===== src/rtl/btn_cond.sv =====
// Push-button conditioner: 2-flop synchronizer, consecutive-agreement debouncer,
// and a press/short/long classifier that emits single-cycle event strobes.
module btn_cond #(
  parameter int DEBOUNCE_CYCLES = 10000,
  parameter int LONG_CYCLES     = 1000000
) (
  input  logic clk,
  input  logic rst,
  input  logic btn_raw,
  output logic btn_level,
  output logic btn_press,
  output logic btn_release,
  output logic btn_short,
  output logic btn_long
);

  localparam int DW = $clog2(DEBOUNCE_CYCLES + 1);
  localparam int HW = $clog2(LONG_CYCLES);
  localparam logic [DW-1:0] DB_LAST   = DW'(DEBOUNCE_CYCLES - 1);
  localparam logic [HW-1:0] HOLD_LAST = HW'(LONG_CYCLES - 1);

  typedef enum logic [1:0] {IDLE, PRESSED, HELD} state_t;

  logic          s1, s2;
  logic [DW-1:0] db_cnt;
  logic [HW-1:0] hold_cnt;
  state_t        state;
  logic          flip, rise, fall;

  always_ff @(posedge clk or negedge rst) begin
    if (!rst) begin
      s1 <= 1'b0;
      s2 <= 1'b0;
    end else begin
      s1 <= btn_raw;
      s2 <= s1;
    end
  end

  // The flip edge is also the edge the FSM sees rise/fall, so press/release
  // land on the same edge as the level change.
  assign flip = (s2 != btn_level) && (db_cnt == DB_LAST);
  assign rise = flip &  s2;
  assign fall = flip & ~s2;

  always_ff @(posedge clk or negedge rst) begin
    if (!rst) begin
      btn_level <= 1'b0;
      db_cnt    <= '0;
    end else if (s2 != btn_level) begin
      if (flip) begin
        btn_level <= s2;
        db_cnt    <= '0;
      end else begin
        db_cnt <= db_cnt + 1'b1;
      end
    end else begin
      db_cnt <= '0;
    end
  end

  always_ff @(posedge clk or negedge rst) begin
    if (!rst) begin
      state       <= IDLE;
      hold_cnt    <= '0;
      btn_press   <= 1'b0;
      btn_release <= 1'b0;
      btn_short   <= 1'b0;
      btn_long    <= 1'b0;
    end else begin
      btn_press   <= 1'b0;
      btn_release <= 1'b0;
      btn_short   <= 1'b0;
      btn_long    <= 1'b0;
      case (state)
        IDLE: begin
          if (rise) begin
            state     <= PRESSED;
            hold_cnt  <= '0;
            btn_press <= 1'b1;
          end
        end
        PRESSED: begin
          // A fall on the threshold edge wins over the long classification.
          if (fall) begin
            state       <= IDLE;
            btn_release <= 1'b1;
            btn_short   <= 1'b1;
          end else if (hold_cnt == HOLD_LAST) begin
            state    <= HELD;
            btn_long <= 1'b1;
          end else begin
            hold_cnt <= hold_cnt + 1'b1;
          end
        end
        HELD: begin
          if (fall) begin
            state       <= IDLE;
            btn_release <= 1'b1;
          end
        end
        default: state <= IDLE;
      endcase
    end
  end

endmodule

===== config.mk =====
export PLATFORM = sky130hd
export DESIGN_NAME = btn_cond
export DESIGN_NICKNAME = d
export VERILOG_FILES = /design/src/rtl/btn_cond.sv
export SDC_FILE = /design/constraint.sdc
export NUM_CORES = 1
export LEC_CHECK = 0
export CAP_MARGIN = 10
export CELL_PAD_IN_SITES_DETAIL_PLACEMENT = 1
export CELL_PAD_IN_SITES_GLOBAL_PLACEMENT = 1
export CORE_MARGIN = 3
export CORE_UTILIZATION = 47
export CTS_BUF_LIST = sky130_fd_sc_hd__clkbuf_4 sky130_fd_sc_hd__clkbuf_8 sky130_fd_sc_hd__clkbuf_16
export DETAILED_ROUTE_END_ITERATION = 7
export PLACE_DENSITY_LB_ADDON = 0.1
export SLEW_MARGIN = 5
export SYNTH_ARGS = -nofsm -noshare
export SYNTH_HDL_FRONTEND = slang
export SYNTH_SLANG_ARGS = --single-unit

===== constraint.sdc =====
create_clock -name clk -period 3.1 [get_ports clk]
set_input_delay 0.93 -clock clk [delete_from_list [all_inputs] [get_ports clk]]
set_output_delay 0.93 -clock clk [all_outputs]
set_load 0.005 [all_outputs]

==> run metrics, run 1 <==
dominant combinational cell family by area after synthesis=simple AND/OR/NAND/NOR gates; global-route usage over all layers=21.0%; area growth from synthesis to layout=11.0%; worst min-delay path class=flip-flop to flip-flop; top flip-flop cell by instance count after synthesis=sky130_fd_sc_hd__dfrtp_1; RSZ-0062 raised after global routing=no; Max transition margin=around two fifths; hold-fix buffer count after cts=0; # nets final=about 260; Die X=around 76 um; Final Hold Violating Endpoints=0; leading cell types by count after synthesis=43 x sky130_fd_sc_hd__dfrtp_1, 28 x sky130_fd_sc_hd__nand2_1, 23 x sky130_fd_sc_hd__nor2_1; outcome=complete, no violations; total detailed-routing wirelength=5.35 mm; count of unresolved DRC violations after routing=0; Max Cap Violations=0; overall via count from detail_route=~1,800; starting utilization of the core area=50.6%; share of the core filled with cells=56.1%; largest net degree at the start of global routing=44; row cnt=24; synthesized area divided by synthesized cell count=between 9 and 10 um2; proportion of layout cells with a drive suffix above 1=8.87%; clock tree buffer depth=2; H-tree depth=2; total core area=about 0.0045 mm2; WS Path Type=flip-flop to flip-flop; synthesized-area fraction occupied by ao, oa, aoi and oai cells=around an eighth; share of Yosys cell area claimed by the top area cell type=47.3%; data required time at the worst endpoint=around 3.3 ns; count of cell types in the netlist=46; Clk pin slew, worst setup/hold paths=0.08 ns; critical path peak fanout=14; met2 GRT Util=37.2%; number of violations reported at the end of detailed-routing iteration 0=just under 100; first-pass GRT wire length=a little under 9 mm; Max Slew Vio Count=0; share of synthesized area spent on multiplexers=less than 1%; Yosys Warn Count=0; largest area contributor in the netlist=sky130_fd_sc_hd__dfrtp_1; LEAKAGE=1.13 nW; number of global-route vias before repair=1,863; clock buffer count from CTS=5; Post CTS Setup Buffer Count=0; Via density=6.16; Pwr Density=442 mW/mm2; CTS sink cnt=43; die span in y=between 70 and 80 um; number of flops mapped to enable cells by yosys=0; number of nets still failing antenna checks after routing=0; startpoint types=flip-flop; main area contributors after synthesis=sky130_fd_sc_hd__dfrtp_1 47%, sky130_fd_sc_hd__nand2_1 4.6%, sky130_fd_sc_hd__nor2_1 3.8%; sum of negative setup slack=0 ns; number of antenna repair diodes=0; Gate Count Post-Synth=between 200 and 250; number of endpoints failing setup at the final stage=0; Port Buffer Count=7; last weighted congestion value of the routability-driven placer=just under 0.9; dpl hpwl=between 3 and 4 mm; count of state elements after synthesis=43; final critical delay including setup and external delays=2.95 ns; WL per Instance=17.8 um; largest vdd supply drop=0.373 mV; io pins=8; total die area=0.00572 mm2; Post-Synth Adder-Cell Area=under 10%; overflow left after global routing=0; portion of the clock cycle consumed by the worst path in the final layout=between 90 and 100%; clock tree from TritonCTS=yes; fraction of synthesis flops using an asynchronous set or reset pin=100%; most utilized layer in the global route result=met2; post-synthesis net count=roughly 250; actual transition at the worst max-transition pin=slightly above 0.9 ns; met1 routing resource usage after global routing=about a quarter; capturing element type of the critical path=flip-flop; worst skew pair latency=0.31 ns; xor/xnor cell area share of the yosys netlist=around 5.8%; Layout Skew=approximately 0.016 ns; Data arrival, critical path=between 3 and 4 ns; buffer cell driving the clock tree root=sky130_fd_sc_hd__clkbuf_8; cell with the most instances after synthesis=sky130_fd_sc_hd__dfrtp_1; number of antenna violations at the first check in global routing=0; fraction of the yosys area taken by sequential cells=approximately 47%; Achievable Freq=roughly 340 MHz; Pre-Repair DR Iteration Count=4; simple-gate share of the synthesized area=about 28%; Cell Area, Synth=0.00228 mm2; number of gates given a new drive strength after cts=0; global-route track usage on met3=under 10%
==> final timing paths <==
kind	startpoint	to	slack, ns	cells after the start
worst max-delay path	db_cnt[6]$_DFF_PN0_	hold_cnt[16]$_DFFE_PN0P_	0.15	6
worst min-delay path	s1$_DFF_PN0_	s2$_DFF_PN0_	0.36	0
worst max register to register	db_cnt[6]$_DFF_PN0_	hold_cnt[16]$_DFFE_PN0P_	0.15	6
worst min register to register	s1$_DFF_PN0_	s2$_DFF_PN0_	0.36	0
max in group asynchronous	rst	db_cnt[13]$_DFF_PN0_	1.76	1
min in group asynchronous	rst	hold_cnt[3]$_DFFE_PN0P_	0.75	1
==> per-stage QoR <==
step	power, W	hold slack (ns)	setup slack (ns)	cell area, um2	instances
global route	0.00116	0.380	0.0271	2530	300
detailed placement	0.000604	0.348	0.274	2390	292
global placement	0.000602	0.340	0.401	2390	292
finish	0.00112	0.359	0.148	2530	300
CTS	0.00114	0.368	0.186	2530	300
floorplan	0.000587	0.331	0.506	2280	238
==> worst max-delay path: stages (launching register included) <==
cell and delay (ns):
sky130_fd_sc_hd__dfrtp_1 0.44, sky130_fd_sc_hd__or4b_4 0.57, sky130_fd_sc_hd__nor4_1 0.63, sky130_fd_sc_hd__o22ai_1 0.30, sky130_fd_sc_hd__and2_1 0.38, sky130_fd_sc_hd__and3_1 0.24, sky130_fd_sc_hd__a221o_1 0.26
==> metal layers <==
metal  part of all wire, %  wire length [um]  vias up
li1                      -                 -      881
met4                   1.8                97        0
met5                     0                 0        -
met2                    53              2820       15
met1                    43              2320      943
met3                   2.0               108        8
==> where the power goes <==
group	total [W]	switching [W]	internal [W]
Combinational	0.0000219	0.0000165	0.00000540
Sequential	0.000570	0.00000464	0.000565
Clock	0.000526	0.000195	0.000331
==> cell usage in the layout (no fill, tap or decap), types with 2 or more instances in the layout <==
master / n
sky130_fd_sc_hd__nor3_1: 5
sky130_fd_sc_hd__nor2_4: 2
sky130_fd_sc_hd__dfrtp_1: 43
sky130_fd_sc_hd__clkbuf_8: 5
sky130_fd_sc_hd__o22ai_1: 2
sky130_fd_sc_hd__a221o_1: 3
sky130_fd_sc_hd__buf_4: 3
sky130_fd_sc_hd__o41ai_1: 2
sky130_fd_sc_hd__o211ai_1: 2
sky130_fd_sc_hd__inv_1: 6
sky130_fd_sc_hd__mux2i_1: 2
sky130_fd_sc_hd__nand4_1: 7
sky130_fd_sc_hd__ha_1: 5
sky130_fd_sc_hd__clkdlybuf4s50_1: 6
sky130_fd_sc_hd__and4_1: 3
sky130_fd_sc_hd__or3_1: 6
sky130_fd_sc_hd__nand2_1: 28
sky130_fd_sc_hd__a22o_1: 2
sky130_fd_sc_hd__xor2_1: 9
sky130_fd_sc_hd__a31oi_1: 6
sky130_fd_sc_hd__a21oi_1: 8
sky130_fd_sc_hd__o21ai_0: 6
sky130_fd_sc_hd__xnor2_1: 6
sky130_fd_sc_hd__or4b_4: 2
sky130_fd_sc_hd__nor4_1: 4
sky130_fd_sc_hd__nand3_1: 14
sky130_fd_sc_hd__and3_1: 11
sky130_fd_sc_hd__o31a_1: 2
sky130_fd_sc_hd__bufinv_16: 2
sky130_fd_sc_hd__nand2b_1: 2
sky130_fd_sc_hd__nor2_1: 23
sky130_fd_sc_hd__a21o_1: 4
==> registers in the layout, indices dropped and copies added, names as in the netlist <==
name	count
btn_level	1
btn_long	1
btn_press	1
btn_release	1
btn_short	1
db_cnt	14
hold_cnt	20
s1	1
s2	1
state	2
==> cell type report <==
cell class / count / area, um2
fill: 521 / 1980
multi-input combinational: 181 / 1140
sequential: 43 / 1080
timing repair buffer: 10 / 87.6
clock buffer: 6 / 76.3
tap: 52 / 65.1
clock inverter: 2 / 60.1
inverter: 6 / 22.5
==> cells by family after synthesis <==
family,Yosys count
AND/OR/NAND/NOR,117
XOR/XNOR,15
multiplexers,2
flip-flops,43
adder cells (fa/ha/maj),5
AO/OA/AOI/OAI,42
buffers and inverters,14
No activity file was read; power rests on OpenSTA's default activity.
==> run 2: changes to the inputs <==
CORE_UTILIZATION = 49   (was 47)
DONT_BUFFER_PORTS = 1   (was default)
==> run metrics, run 2 (synthesis results as in run 1) <==
Placed Instance Area=around 0.0023 mm2; Worst R2R Start=db_cnt[6]$_DFF_PN0_; number of flip-flops under the largest register name=20; cell area after layout=around 0.0024 mm2; number of endpoints failing setup at the final stage=0; Critical Path Max Stage Delay=between 0.5 and 0.6 ns; Max Slew Vio Count=0; count of unresolved DRC violations after routing=0; Achievable Freq=about 370 MHz; Max transition margin=a little over half; most common library cell in the layout ignoring fill and taps=sky130_fd_sc_hd__dfrtp_1; WS Path Type=flip-flop to flip-flop; Port Buffer Count=0; number of antenna violations at the first check in global routing=0; overflow left after global routing=0; RSZ-0062 raised after global routing=no; hold-fix buffer count after cts=0; global-route usage over all layers=21.5%; H-tree depth=2; LEAKAGE=approximately 1.1 nW; largest register by flop count=hold_cnt; R2R Path End=hold_cnt[12]$_DFFE_PN0P_; cell at the slowest stage of the critical path=sky130_fd_sc_hd__nor3_2; number of antenna repair diodes=0; clock tree from TritonCTS=yes; number of nets still failing antenna checks after routing=0; total core area=0.00441 mm2; Via density=roughly 6.2; number of global-route vias before repair=slightly below 2,000; largest registers ranked by flip-flop count=hold_cnt: 20 flops, db_cnt: 14 flops, state: 2 flops; Data arrival, critical path=around 2.9 ns; area growth from synthesis to layout=6.32%; Layout Skew=between 0.003 and 0.004 ns; io pins=8; clock buffer count from CTS=5; # nets final=249; worst min-delay path class=input pin to asynchronous set/reset pin; final critical delay including setup and external delays=2.71 ns; overall via count from detail_route=approximately 1,800; critical path, cell by cell=or4b_4 > nor4_1 > buf_4 > a21oi_1 > and2_2 > nor3_2 > o21ai_0; Die X=between 70 and 80 um; setup slack of the most critical reg-to-reg path=~0.39 ns; Clk pin slew, worst setup/hold paths=~0.08 ns; proportion of layout cells with a drive suffix above 1=8.71%; Final Hold Violating Endpoints=0; largest vdd supply drop=approximately 0.26 mV; number of gates given a new drive strength after cts=0; die span in y=74.2 um; startpoint types=flip-flop; WL per Instance=~18 um; total die area=around 0.0055 mm2; Pwr Density=roughly 390 mW/mm2; data required time at the worst endpoint=~3.2 ns; dpl hpwl=around 3.8 mm; worst path buffer plus inverter count=1; Pre-Repair DR Iteration Count=5; row cnt=24; CTS sink cnt=43; outcome=complete, no violations; total detailed-routing wirelength=5.29 mm; starting utilization of the core area=~52%; Worst path top cell family by delay=simple AND/OR/NAND/NOR gates; worst skew pair latency=roughly 0.29 ns; buffer cell driving the clock tree root=sky130_fd_sc_hd__clkbuf_8; Post CTS Setup Buffer Count=0; clock tree buffer depth=2; number of violations reported at the end of detailed-routing iteration 0=75; largest net degree at the start of global routing=44; leading cell types in the layout, fill and taps excluded=43 x sky130_fd_sc_hd__dfrtp_1, 28 x sky130_fd_sc_hd__nand2_1, 23 x sky130_fd_sc_hd__nor2_1, 14 x sky130_fd_sc_hd__nand3_1, 11 x sky130_fd_sc_hd__and3_1; sum of negative setup slack=0 ns; cell count of the worst reg-to-reg path=7; overall power of the completed layout=a little over 0.0009 W; portion of the clock cycle consumed by the worst path in the final layout=a little under 90%; actual transition at the worst max-transition pin=0.710 ns; Max Cap Violations=0; capturing element type of the critical path=flip-flop; last weighted congestion value of the routability-driven placer=0.837; critical path peak fanout=11; first-pass GRT wire length=between 9 and 10 mm
run 2: where the power goes:
part | total (W) | internal [W] | switching (W)
Sequential | 0.000570 | 0.000565 | 0.00000466
Combinational | 0.00000971 | 0.00000388 | 0.00000583
Clock | 0.000356 | 0.000175 | 0.000182
Total | 0.000936 | 0.000744 | 0.000192
run 2: worst max-delay path by stage:
stage | from | to | slack [ns] | cells after the start
after floorplan | db_cnt[7]$_DFF_PN0_ | hold_cnt[15]$_DFFE_PN0P_ | 0.51 | 7
after global placement | db_cnt[7]$_DFF_PN0_ | hold_cnt[16]$_DFFE_PN0P_ | 0.52 | 6
after detailed placement | db_cnt[7]$_DFF_PN0_ | hold_cnt[12]$_DFFE_PN0P_ | 0.42 | 7
after CTS | db_cnt[6]$_DFF_PN0_ | hold_cnt[12]$_DFFE_PN0P_ | 0.40 | 7
after global routing | hold_cnt[0]$_DFFE_PN0P_ | hold_cnt[12]$_DFFE_PN0P_ | 0.19 | 7
final | db_cnt[6]$_DFF_PN0_ | hold_cnt[12]$_DFFE_PN0P_ | 0.39 | 7
run 2: metal layers:
| layer | GRT usage, % | wire [um] |
|---|---|---|
| met5 | 0 | 0 |
| met4 | 8.25 | 89 |
| met3 | 4.19 | 126 |
| met2 | 38.8 | 2760 |
| met1 | 25.0 | 2310 |
run 2: stage by stage:
stage	hold slack, ns	setup slack [ns]	utilization (%)	instances
floorplan	0.331	0.506	-	238
global placement	0.340	0.516	52.9	286
detailed placement	0.344	0.417	52.9	286
CTS	0.317	0.401	54.8	293
global route	0.304	0.188	54.8	293
finish	0.326	0.389	54.8	293
run 2: layout make-up:
cell class	count	area, um2
clock buffers	6	82.6
clock inverters	1	5.00
fillers	517	1990
inverters	6	22.5
multi-input cells	181	1140
flip-flops and latches	43	1080
well taps	52	65.1
repair buffers	4	30.0
==> run 3: changes to the inputs <==
TNS_END_PERCENT = 20   (was default)
==> results of run 3 <==
Final layout, timing and power as in run 2 (identical DEF).
